===== src/rtl/inst_prefetch_queue_pkg.sv =====
// ---------------------------------------------------------------------------
// inst_prefetch_queue_pkg
//
// Shared constants and types for the instruction prefetch queue:
//   INST_NOP          - instruction presented to decode when nothing is valid
//   RESET_PC_DEFAULT  - default first fetch address after reset
//   state_e           - prefetch control states (S_IDLE / S_RUN / S_DRAIN)
// ---------------------------------------------------------------------------
package inst_prefetch_queue_pkg;

    localparam logic [31:0] INST_NOP         = 32'h0000_0013;
    localparam logic [31:0] RESET_PC_DEFAULT = 32'h0000_0000;

    typedef enum logic [1:0] {
        S_IDLE  = 2'd0,
        S_RUN   = 2'd1,
        S_DRAIN = 2'd2
    } state_e;

endpackage


===== src/rtl/inst_prefetch_queue_sync_fifo.sv =====
// ---------------------------------------------------------------------------
// sync_fifo
//
// Small single-clock FIFO used twice by the prefetch queue (PC tags and
// {pc, inst} data).  DEPTH must be a power of two so the pointers wrap
// naturally.
//
// Ports:
//   clk, rst   - clock, asynchronous active-high reset
//   clear_i    - drop all entries (wins over push/pop)
//   push_i     - write data_i at the tail
//   pop_i      - remove the head entry
//   data_i     - write data
//   head_o     - current head entry (meaningless when count_o == 0)
//   count_o    - number of stored entries
// ---------------------------------------------------------------------------
module sync_fifo
    import inst_prefetch_queue_pkg::*;
#(
    parameter int WIDTH = 32,
    parameter int DEPTH = 4
) (
    input  logic                       clk,
    input  logic                       rst,
    input  logic                       clear_i,
    input  logic                       push_i,
    input  logic                       pop_i,
    input  logic [WIDTH-1:0]           data_i,
    output logic [WIDTH-1:0]           head_o,
    output logic [$clog2(DEPTH+1)-1:0] count_o
);

    localparam int AW = $clog2(DEPTH);
    localparam int CW = $clog2(DEPTH+1);

    logic [WIDTH-1:0] mem_q [DEPTH];
    logic [AW-1:0]    rdPtr_q;
    logic [AW-1:0]    wrPtr_q;
    logic [CW-1:0]    count_q;
    logic             doPush;
    logic             doPop;

    // A push into a full FIFO is only legal when the head leaves in the
    // same cycle; a pop from an empty FIFO is ignored.
    always_comb begin
        doPush = push_i && ((count_q != CW'(DEPTH)) || pop_i);
        doPop  = pop_i && (count_q != '0);
    end

    // Pointer and occupancy bookkeeping; clear empties the FIFO at once.
    always_ff @(posedge clk or posedge rst) begin
        if (rst) begin
            rdPtr_q <= '0;
            wrPtr_q <= '0;
            count_q <= '0;
        end else if (clear_i) begin
            rdPtr_q <= '0;
            wrPtr_q <= '0;
            count_q <= '0;
        end else begin
            if (doPush) begin
                wrPtr_q <= wrPtr_q + AW'(1);
            end
            if (doPop) begin
                rdPtr_q <= rdPtr_q + AW'(1);
            end
            case ({doPush, doPop})
                2'b10:   count_q <= count_q + CW'(1);
                2'b01:   count_q <= count_q - CW'(1);
                default: count_q <= count_q;
            endcase
        end
    end

    // Storage is not reset: the count decides which entries are meaningful.
    always_ff @(posedge clk) begin
        if (doPush && !clear_i) begin
            mem_q[wrPtr_q] <= data_i;
        end
    end

    assign head_o  = mem_q[rdPtr_q];
    assign count_o = count_q;

endmodule


===== src/rtl/inst_prefetch_queue.sv =====
// ---------------------------------------------------------------------------
// inst_prefetch_queue
//
// Prefetch stage in front of InstFetch/InstDecode.  Issues in-order word
// fetches, buffers returned words with their PCs and hands one {pc, inst}
// per cycle to decode.  A redirect flushes the queue and marks every
// in-flight response as stale so it is thrown away when it returns.
//
// Optional feature (macro PREFETCH_BYPASS_EN): when the data FIFO is empty
// and nothing is being dropped, a returning word is shown on IF_* in the
// same cycle instead of one cycle later.
//
// Ports:
//   clk, rst            - clock, asynchronous active-high reset
//   hold                - decode stall, head entry stays
//   jmp_vld, jmp_addr   - redirect request and word-aligned target
//   req_vld, req_addr   - fetch request to instruction memory
//   req_rdy             - memory accepts the request
//   resp_vld, resp_data - in-order fetch response
//   IF_vld, IF_pc, IF_inst - head entry for decode (NOP when not valid)
// ---------------------------------------------------------------------------
module inst_prefetch_queue
    import inst_prefetch_queue_pkg::*;
#(
    parameter int          DEPTH    = 4,
    parameter logic [31:0] RESET_PC = RESET_PC_DEFAULT
) (
    input  logic        clk,
    input  logic        rst,
    input  logic        hold,
    input  logic        jmp_vld,
    input  logic [31:0] jmp_addr,
    output logic        req_vld,
    output logic [31:0] req_addr,
    input  logic        req_rdy,
    input  logic        resp_vld,
    input  logic [31:0] resp_data,
    output logic        IF_vld,
    output logic [31:0] IF_pc,
    output logic [31:0] IF_inst
);

    localparam int CW = $clog2(DEPTH+1);

    state_e        state_q;
    state_e        state_d;
    logic [31:0]   fetchPc_q;
    logic [31:0]   fetchPc_d;
    logic [CW-1:0] outstanding_q;
    logic [CW-1:0] outstanding_d;
    logic [CW-1:0] dropCnt_q;
    logic [CW-1:0] dropCnt_d;

    logic [31:0]   tagHead;
    logic [CW-1:0] tagCount;
    logic [63:0]   dataHead;
    logic [CW-1:0] dataCount;

    logic [CW-1:0] inFlight;
    logic [CW:0]   used;
    logic          hasCredit;
    logic          fire;
    logic          respKeep;
    logic          bypassHit;
    logic          dataPush;
    logic          dataPop;

    // Credit counts FIFO slots not yet promised to a live response.  Stale
    // responses do not need a slot.  The tag FIFO also caps the number of
    // requests in flight at DEPTH, which matters while stale responses are
    // still on their way back after a redirect.
    always_comb begin
        inFlight  = outstanding_q - dropCnt_q;
        used      = {1'b0, dataCount} + {1'b0, inFlight};
        hasCredit = used < (CW+1)'(DEPTH);
        req_vld   = (state_q != S_IDLE) && hasCredit &&
                    (tagCount != CW'(DEPTH)) && !jmp_vld;
        req_addr  = fetchPc_q;
        fire      = req_vld && req_rdy;
    end

    // A response is kept only when it is not stale and no redirect is
    // flushing the queue in the same cycle.
    always_comb begin
        respKeep = resp_vld && (dropCnt_q == '0) && !jmp_vld;
`ifdef PREFETCH_BYPASS_EN
        bypassHit = respKeep && (dataCount == '0);
`else
        bypassHit = 1'b0;
`endif
        dataPush = respKeep && !(bypassHit && !hold);
        dataPop  = (dataCount != '0) && !hold && !jmp_vld;
    end

    // PC tags, one per accepted request, popped by every response including
    // the dropped ones, so a redirect never clears this FIFO.
    sync_fifo #(
        .WIDTH (32),
        .DEPTH (DEPTH)
    ) u_tagFifo (
        .clk     (clk),
        .rst     (rst),
        .clear_i (1'b0),
        .push_i  (fire),
        .pop_i   (resp_vld),
        .data_i  (fetchPc_q),
        .head_o  (tagHead),
        .count_o (tagCount)
    );

    // {pc, inst} entries waiting for decode; flushed on redirect.
    sync_fifo #(
        .WIDTH (64),
        .DEPTH (DEPTH)
    ) u_dataFifo (
        .clk     (clk),
        .rst     (rst),
        .clear_i (jmp_vld),
        .push_i  (dataPush),
        .pop_i   (dataPop),
        .data_i  ({tagHead, resp_data}),
        .head_o  (dataHead),
        .count_o (dataCount)
    );

    // Decode-facing outputs: bypassed response, else FIFO head, else NOP.
    always_comb begin
        IF_vld  = (dataCount != '0) || bypassHit;
        IF_pc   = 32'h0000_0000;
        IF_inst = INST_NOP;
        if (bypassHit) begin
            IF_pc   = tagHead;
            IF_inst = resp_data;
        end else if (dataCount != '0) begin
            IF_pc   = dataHead[63:32];
            IF_inst = dataHead[31:0];
        end
    end

    // Next-state logic.  A redirect overrides issue and recomputes the
    // number of stale responses from what is still in flight after this
    // cycle's response, which is itself discarded.
    always_comb begin
        state_d       = state_q;
        fetchPc_d     = fetchPc_q;
        outstanding_d = outstanding_q + CW'(fire) - CW'(resp_vld);
        dropCnt_d     = dropCnt_q;

        if (jmp_vld) begin
            fetchPc_d = jmp_addr;
            dropCnt_d = outstanding_q - CW'(resp_vld);
        end else begin
            if (fire) begin
                fetchPc_d = fetchPc_q + 32'd4;
            end
            if (resp_vld && (dropCnt_q != '0)) begin
                dropCnt_d = dropCnt_q - CW'(1);
            end
        end

        case (state_q)
            S_IDLE: begin
                state_d = S_RUN;
            end
            S_RUN, S_DRAIN: begin
                if (jmp_vld) begin
                    state_d = (outstanding_d != '0) ? S_DRAIN : S_RUN;
                end else if ((state_q == S_DRAIN) && (dropCnt_d == '0)) begin
                    state_d = S_RUN;
                end
            end
            default: begin
                state_d = S_IDLE;
            end
        endcase
    end

    // State registers.
    always_ff @(posedge clk or posedge rst) begin
        if (rst) begin
            state_q       <= S_IDLE;
            fetchPc_q     <= RESET_PC;
            outstanding_q <= '0;
            dropCnt_q     <= '0;
        end else begin
            state_q       <= state_d;
            fetchPc_q     <= fetchPc_d;
            outstanding_q <= outstanding_d;
            dropCnt_q     <= dropCnt_d;
        end
    end

`ifndef SYNTHESIS
    // Credit accounting should make a push into a full data FIFO impossible.
    always_ff @(posedge clk) begin
        if (!rst) begin
            assert (!((dataCount == CW'(DEPTH)) && dataPush && !dataPop))
                else $error("inst_prefetch_queue: push into full data FIFO");
        end
    end
`endif

endmodule


===== config.mk =====
export PLATFORM = sky130hd
export DESIGN_NAME = inst_prefetch_queue
export DESIGN_NICKNAME = d
export VERILOG_FILES = /design/src/rtl/inst_prefetch_queue_pkg.sv /design/src/rtl/inst_prefetch_queue_sync_fifo.sv /design/src/rtl/inst_prefetch_queue.sv
export SDC_FILE = /design/constraint.sdc
export NUM_CORES = 1
export LEC_CHECK = 0
export CAP_MARGIN = 0
export CORE_UTILIZATION = 40
export CTS_BUF_LIST = sky130_fd_sc_hd__clkbuf_4 sky130_fd_sc_hd__clkbuf_8
export DETAILED_ROUTE_END_ITERATION = 16
export REMOVE_ABC_BUFFERS = 1
export SYNTH_ARGS = -nofsm -noshare
export SYNTH_HDL_FRONTEND = slang
export SYNTH_SLANG_ARGS = --single-unit

===== constraint.sdc =====
create_clock -name clk -period 5.3 [get_ports clk]
set_input_delay 0.53 -clock clk [delete_from_list [all_inputs] [get_ports clk]]
set_output_delay 0.53 -clock clk [all_outputs]
set_load 0.05 [all_outputs]

## Word level (Yosys, flattened, before mapping)

Memory sizes are Yosys's and may differ from the RTL's.
Index checks and enable logic that the tools add are counted.

- $add $sub $neg: 15
- Order comparisons: 1
- Equality and inequality tests: 9
- Muxes and demuxes: 21
- Reductions and logical operators: 33

Operators by type and width:

| operator | number |
|---|---|
| 32-bit two-way mux | 4 |
| 32-bit by 3-bit adder with 32-bit output (second input constant) | 1 |
| 1-bit logical AND | 15 |
| 3-bit nonzero test | 5 |
| 2-bit two-way mux | 7 |
| 3-bit case mux with 2 select lines | 2 |
| 2-bit nonzero test | 5 |
| 3-bit two-way mux | 3 |
| 3-bit inequality test (second input constant) | 3 |
| 3-bit by 1-bit subtractor with 3-bit output (second input constant) | 3 |
| 2-bit by 1-bit adder with 2-bit output (second input constant) | 4 |
| 3-bit by 1-bit adder with 3-bit output (second input constant) | 2 |
| 2-bit by 1-bit == test with 1-bit output (second input constant) | 3 |
| 2-bit == test (second input constant) | 3 |
| 3-bit zero test | 2 |
| 3-bit by 1-bit subtractor with 3-bit output | 2 |
| 3-bit by 3-bit adder with 4-bit output | 1 |
| 4-bit by 3-bit less-than comparator with 1-bit output (second input constant) | 1 |
| 1-bit two-way mux | 4 |
| 2-bit case mux with 2 select lines | 1 |
| 3-bit by 1-bit adder with 3-bit output | 1 |
| 3-bit subtractor | 1 |
| 1-bit zero test | 2 |
| 2-bit zero test | 1 |
| 2 further kinds | 3 |

- Register bits: 54
- Bits in writable memories: 384
- Input port bits: 70
- Output and inout bits: 98
- Logic and storage cells: 91
- Memories: 2

Memories:

| memory | words | bits a word | read ports | clocked after memory_dff | write ports | RTL line | RTL |
|---|---|---|---|---|---|---|---|
| u_dataFifo.mem_q | 4 | 64 | 1 | 0 | 1 | inst_prefetch_queue_sync_fifo.sv:36 | `logic [WIDTH-1:0] mem_q [DEPTH];` |
| u_tagFifo.mem_q | 4 | 32 | 1 | 0 | 1 | inst_prefetch_queue_sync_fifo.sv:36 |  |

## Depth between registers and ports, before layout

Gate-level depths: netlist of the first run.

- Word-level depth: 13
- Gate-level depth with buffers: 20
- Gate-level depth less buffers: 19

## By module

A second synthesis of the first run with hierarchy kept.

- Cells, all modules: 976
- Area total of the unflattened synthesis: 18027.3 µm²

By module, submodules not included:

| module | instances | cells each | area an instance (µm²) | sequential area each (µm²) |
|---|---|---|---|---|
| sync_fifo (u_dataFifo) | 1 | 395 | 9788.1 | 7862.5 |
| sync_fifo (u_tagFifo) | 1 | 229 | 5176.2 | 4018.9 |
| inst_prefetch_queue | 1 | 352 | 3062.9 | 1001.0 |

## Worst setup path after synthesis of the first run

OpenSTA, ideal clock, no wires.

- Path type: reg-to-reg
- Start: register outstanding_q[0]
- End: register state_q[0]
- Library setup time: 125 ps
- Arrival time: 3977 ps
- Setup slack: 1199 ps
- Stages on the path, launching flop included: 21
- Buffers on the path: 1
- Clock period less this slack: 4101 ps
- Cells stage by stage: dfrtp_1 -> inv_1 -> ha_1 -> inv_1 -> fa_1 -> xnor2_1 -> ha_1 -> nor2_1 -> nand3_2 -> nor2_4 -> clkbuf_1 -> inv_1 -> ha_1 -> inv_1 -> ha_1 -> fa_1 -> xnor3_1 -> o31ai_1 -> a21oi_1 -> nor2_1 -> mux2_2

- Cells in the longest elaborated chain, start to end: 13
- Elaborated cells between the ends (all ways): 18

Ends and longest elaborated chain:

| element | RTL line | RTL |
|---|---|---|
| start, declared | inst_prefetch_queue.sv:49 | `logic [CW-1:0] outstanding_q;` |
| start signal, assigned | inst_prefetch_queue.sv:188 | `outstanding_q <= outstanding_d;` |
| 3-bit subtractor | inst_prefetch_queue.sv:73 | `inFlight = outstanding_q - dropCnt_q;` |
| 3-bit by 3-bit adder with 4-bit output | inst_prefetch_queue.sv:74 | `used = {1'b0, dataCount} + {1'b0, inFlight};` |
| 4-bit by 3-bit less-than comparator with 1-bit output | inst_prefetch_queue.sv:75 | `hasCredit = used < (CW+1)'(DEPTH);` |
| 1-bit logical AND (2 in a row) | inst_prefetch_queue.sv:76 | `req_vld = (state_q != S_IDLE) && hasCredit &&` |
| 1-bit logical AND | inst_prefetch_queue.sv:77 | `(tagCount != CW'(DEPTH)) && !jmp_vld;` |
| 1-bit logical AND | inst_prefetch_queue.sv:79 | `fire = req_vld && req_rdy;` |
| 3-bit by 1-bit adder with 3-bit output (*) | inst_prefetch_queue.sv:146 | `outstanding_d = outstanding_q + CW'(fire) - CW'(resp_vld);` |
| 3-bit by 1-bit subtractor with 3-bit output (*) | inst_prefetch_queue.sv:146 |  |
| net outstanding_d[2] | inst_prefetch_queue.sv:50 | `logic [CW-1:0] outstanding_d;` |
| 3-bit nonzero test (*) | inst_prefetch_queue.sv:167 | `state_d = (outstanding_d != '0) ? S_DRAIN : S_RUN;` |
| 2-bit two-way mux (*) | inst_prefetch_queue.sv:167 |  |
| 2-bit two-way mux (*) | inst_prefetch_queue.sv:166 | `if (jmp_vld) begin` |
| 2-bit case mux with 2 select lines (*) | inst_prefetch_queue.sv:161 | `case (state_q)` |
| end signal, assigned | inst_prefetch_queue.sv:186 | `state_q <= state_d;` |
| end, declared | inst_prefetch_queue.sv:45 | `state_e state_q;` |

The timed path passes the listed nets; every way through them passes the cells marked *.
A chain may end at the register's enable or synchronous reset.

## Worst setup path in the final report of the first run

- Start: register outstanding_q[0]
- End: output req_vld

- Cells in the longest elaborated chain, start to end: 6

Ends and longest elaborated chain:

| element | RTL line | RTL |
|---|---|---|
| 3-bit subtractor | inst_prefetch_queue.sv:73 |  |
| 3-bit by 3-bit adder with 4-bit output | inst_prefetch_queue.sv:74 |  |
| 4-bit by 3-bit less-than comparator with 1-bit output | inst_prefetch_queue.sv:75 |  |
| 1-bit logical AND (2 in a row) | inst_prefetch_queue.sv:76 |  |
| 1-bit logical AND | inst_prefetch_queue.sv:77 |  |
| end, declared | inst_prefetch_queue.sv:33 | `output logic req_vld,` |

Every way passes these cells.

==> results.cfg, run 1 <==
[outcome]
status = finished clean

[global_route]
grt_overflow = 0
grt_max_degree = 66
grtUsageTotal_pct = 18.0
antenna_found_initial = 0
grt_pass1_wl_um = 59500
grt_pass1_vias = 9771

[worst_setup_path]
path_max_fanout = 9
worstSetupStartpointType = flip-flop
crit_path_cell_trace = inv_1, ha_1, inv_1, fa_1, ha_1, nand2_1, a2bb2oi_1, and3_1, clkdlybuf4s50_1
path_class = reg2out
end_kind = output pin
cp.required_ns = 4.77
cpPeakStageDelay_ns = 0.81
slowest_stage = clkdlybuf4s50_1
startpoint = outstanding_q[0]
arrival_ns = 3.77
timing.rr.start = outstanding_q[0]

[timing]
max_slew.worst_pin.slew_ns = 1.06
slew_headroom_pct = 29.2
clock_skew_ns = 0.0246
rsz0062_at_grt = no
finalCritPeriodShare_pct = 81.1
drv_slew = 0
max_clock_freq_ghz = 0.233
post-route-min-period_ns = 4.30
fin_setup_tns_ns = 0
final-hold-violation-count = 0
finalSetupViolations = 0

[yosys]
ys_ff_latch = 438
synth_cells = 945
synth_area_um2 = 17700
seq_area_frac_synth_pct = 72.6
synth_edf_count = 384
syn_avg_cell_area_um2 = 18.8
yosys_warnings = 0
synth_cell_types = 64
synth_ff_type = edfxtp_1
synth-async-reset-ratio_pct = 12.3

[clocking]
cts_resized = 0
htreeDepth = 3
postCtsSetupRepairBufs = 0
ctsHoldBuffers = 0
cts_tree = done
cts.clk_slew.worst_paths_ns = 0.06
clkLatencyLatePin_ns = 0.61
cts_root_buf = clkbuf_8
numCtsBuffers = 75
cts_num_sinks = 438
cts_buffer_depth = 3

[route]
num_vias = 9543
wl_per_cell_um = 21.8
drtPass1Iterations = 5
drtIter0Drc = 545
drc = 0
ant_nets = 0
drt-total-wl_um = 39400
drt-vias-per-instance = 5.28

[floorplanning]
coreArea_um2 = 43500
rows = 76
ioPinCount = 168
floorplan.die.width_um = 213
dieArea_um2 = 45200
start_util_pct = 40.8
die_h_um = 213

[placed_design]
gp_congestion = 0.787
hpwl_um = 23000
port_buffers = 167

[power_and_ir_drop]
irDropWorstVdd_mv = 0.235
power_density_nw_per_um2 = 448
leakagePower_nw = 7.22

[flow_run]
drv_cap = 0

[layout]
final_util_pct = 50.0
finalNetCount = 1258
final_cell_mix = edfxtp_1, clkdlybuf4s50_1, mux4_2
n_antenna_cell = 0
final_common_cell = edfxtp_1
areaGrowthSynthToFinish_pct = 22.5
drive_gt1_share_pct = 22.4

[worst_hold_path]
hold_class = in2async
## kinds of logic after synthesis
logic type,synth area share [%]
buf+inv,1.51
xor+xnor,1.02
fa+ha+maj,2.00
compound gates,3.19
mux,12.7
simple gates,7.03
flops,72.6
## critical path: cells and delay by family (launching register included)
kind	cells	cell delay, ns
flip-flops	1	0.38
AND/OR/NAND/NOR	2	0.41
AO/OA/AOI/OAI	1	0.57
adder cells (fa/ha/maj)	3	0.85
buffers and inverters	3	0.94
## registers in the layout (all words and copies together) (netlist names), 3 cells and up
| name | cells |
|---|---|
| u_dataFifo.mem_q | 256 |
| u_dataFifo.count_o | 3 |
| u_tagFifo.mem_q | 128 |
| dropCnt_q | 3 |
| u_tagFifo.count_o | 3 |
| outstanding_q | 3 |
| req_addr | 32 |
## worst paths after layout
path	end	slack, ns	cells past startpoint
worst max register to register	state_q[0]	1.27	19
worst max-delay path	req_vld	1.00	9
worst min register to register	u_tagFifo.count_o[0]	0.54	1
max in group asynchronous	u_dataFifo.rdPtr_q[0]	4.24	3
min in group clk	req_addr[6]	0.47	3
worst min-delay path	req_addr[12]	0.44	3
## stage by stage
stage | instances | hold slack, ns | setup slack [ns] | power (W) | instance area, um^2
floorplan | 902 | 0.489 | 1.12 | 0.00591 | 17600
global placement | 1670 | 0.528 | 1.42 | 0.00662 | 20200
detailed placement | 1670 | 0.535 | 1.30 | 0.00667 | 20200
CTS | 1808 | 0.426 | 0.948 | 0.00987 | 21700
global route | 1808 | 0.454 | 0.765 | 0.0102 | 21700
finish | 1808 | 0.444 | 1.00 | 0.00973 | 21700
## per-layer routing
layer,track usage [%],routed length [um]
met1,24.1,17200
met5,0,0
met4,6.43,877
met3,3.68,1990
met2,29.2,19300
## synth_stat cells (10+ instances only)
cell type	instances	area [um^2]
edfxtp_1	384	11500
mux4_2	96	2160
and2_1	63	394
dfrtp_1	54	1350
nand2_1	36	135
clkbuf_1	27	101
ha_1	22	275
inv_1	22	82.6
o21ai_0	22	110
nor2_1	19	71.3
nand3_1	17	85.1
and3_1	15	93.8
o211ai_1	11	82.6
buf_2	10	50.1
nand4_1	10	62.6
## layout make-up
cell class	count	area, um^2
repair buffers	183	1820
inverters	23	86.3
well taps	585	732
flip-flops and latches	438	12900
multi-input cells	441	4620
fillers	3708	21700
clock buffers	115	1390
clock inverters	23	193
## power breakdown
group          total [W]  switching, W  leakage (nW)  internal, W
Clock            0.00316       0.00134         0.836      0.00182
Sequential       0.00447      0.000248          4.12      0.00422
Combinational    0.00211       0.00127          2.27     0.000839
Total            0.00973       0.00285          7.22      0.00688
Power figures use the tool's default switching activity.
==> run 2, diff against run 1 <==
- clock period: 5.3 -> 3.9 ns (I/O delays scaled with it)
==> run 2 against run 1 <==
Critical path type is now reg2reg. First-iteration DRC count up 18%. Largest power group unchanged. Worst setup slack worse by 0.74 ns. Clock power grew 30%. Critical endpoint is now state_q[0]. Highest routed layer unchanged.
==> results.cfg, run 2 (same netlist as run 1, synthesis figures left out) <==
[layout]
final_cell_mix = edfxtp_1, clkdlybuf4s50_1, mux4_2
regMostFlops = u_dataFifo.mem_q
final_common_cell = edfxtp_1
n_antenna_cell = 0
areaGrowthSynthToFinish_pct = 23.9
finalNetCount = 1280
largest_register_ffs = 256
fin_cells = 1831
drive_gt1_share_pct = 24.1
fillers = 3582

[outcome]
status = finished clean

[route]
num_vias = 9554
drtPass1Iterations = 5
drt-vias-per-instance = 5.22
drc = 0
drt-total-wl_um = 39600
ant_nets = 0
drtIter0Drc = 642
wl_per_cell_um = 21.6

[worst_setup_path]
cp_num_buf_inv = 4
r2r_end = state_q[0]
end_kind = flip-flop
cp.required_ns = 4.38
cpPeakStageDelay_ns = 0.38
crit_path_cell_trace = inv_1, ha_1, inv_1, fa_1, xnor2_1, ha_1, nor2_4, nand3_2, nor2_4, inv_1, ha_1, inv_1, ha_1, fa_1, xnor3_1, o31ai_2, a21oi_1, nor2_1, mux2_2
slowest_stage = dfrtp_1
arrival_ns = 4.13
ff2ff_path_depth = 19
cp_top_family = adder cells
worstSetupStartpointType = flip-flop
path_class = reg2reg
worst-r2r-setup-slack_ns = 0.26
timing.rr.start = outstanding_q[0]
path_max_fanout = 3

[global_route]
antenna_found_initial = 1
grt_max_degree = 65
grt_pass1_wl_um = 60600
grt_pass1_vias = 10000
grtUsageTotal_pct = 18.3
grt_overflow = 0

[power_and_ir_drop]
leakagePower_nw = 7.36
power.total_w = 0.0132
power.internal_w = 0.00929
p_seq_share_pct = 46.1
p_clk_share_pct = 31.2
irDropWorstVdd_mv = 0.402
p_sw_w = 0.00389
comb_power_share_pct = 22.7
swShare_pct = 29.5
power_density_nw_per_um2 = 600

[timing]
drv_slew = 0
fin_setup_tns_ns = 0
max_clock_freq_ghz = 0.275
post-route-min-period_ns = 3.64
finalCritPeriodShare_pct = 93.4
rsz0062_at_grt = no
clock_skew_ns = 0.0271
finalSetupViolations = 0
max_slew.worst_pin.slew_ns = 0.761
final-hold-violation-count = 0
setup_ws_ns = 0.257
slew_headroom_pct = 49.2

[floorplanning]
rows = 76
start_util_pct = 40.8
ioPinCount = 168
die_h_um = 213
dieArea_um2 = 45200
floorplan.die.width_um = 213
coreArea_um2 = 43500

[clocking]
cts_root_buf = clkbuf_8
cts_tree = done
numCtsBuffers = 76
clkLatencyLatePin_ns = 0.61
cts_buffer_depth = 3
htreeDepth = 3
cts_num_sinks = 438
ctsHoldBuffers = 0
cts_resized = 0
postCtsSetupRepairBufs = 0
cts.clk_slew.worst_paths_ns = 0.06

[placed_design]
dp.cells = 1691
pre_cts_slack_ns = 0.0406
port_buffers = 167
hpwl_um = 24500
gp_congestion = 0.731

[worst_hold_path]
hold_class = in2async

[flow_run]
drv_cap = 0
## run 2: power groups by stage
stage | clock network, W | registers (W) | logic (W)
2_1_floorplan | 0 | 0.00639 | 0.00165
3_3_place_gp | 0 | 0.00615 | 0.00293
3_5_place_dp | 0 | 0.00617 | 0.00298
4_1_cts | 0.00425 | 0.00608 | 0.00299
5_1_grt | 0.00444 | 0.00613 | 0.00324
6_report | 0.00411 | 0.00607 | 0.00299
## run 2: area by class of cell
class	count	area, um^2	area share [%]
Timing Repair Buffer	204	2100	9.54
Clock inverter	22	111	0.507
Inverter	23	86.3	0.393
Multi-Input combinational cell	441	4640	21.1
Clock buffer	118	1420	6.48
Sequential cell	438	12900	58.6
Tap cell	585	732	3.33
## run 2: worst max-delay path by stage
stage,startpoint,end,cells after the start
after global routing,outstanding_q[0],state_q[0],19
after global placement,outstanding_q[0],state_q[0],19
after detailed placement,outstanding_q[0],state_q[0],19
after CTS,outstanding_q[0],req_vld,10
final,outstanding_q[0],state_q[0],19
after floorplan,u_dataFifo.rdPtr_q[0],IF_inst[0],2
## run 2: layer usage
| metal | wire (um) | GRT usage, % | up-vias |
|---|---|---|---|
| met3 | 2050 | 4.11 | 67 |
| met4 | 945 | 6.15 | 0 |
| met1 | 16900 | 23.9 | 4948 |
| li1 | - | - | 4283 |
| met5 | 0 | 0 | - |
| met2 | 19700 | 30.2 | 256 |
## run 2: per-stage QoR
stage | area, um^2 | hold WS, ns | util, %
4_1_cts | 22000 | 0.226 | 50.5
2_1_floorplan | 17600 | 0.453 | -
6_report | 22000 | 0.240 | 50.6
5_1_grt | 22000 | 0.267 | 50.6
3_3_place_gp | 20400 | 0.520 | 47.0
3_5_place_dp | 20400 | 0.522 | 47.0
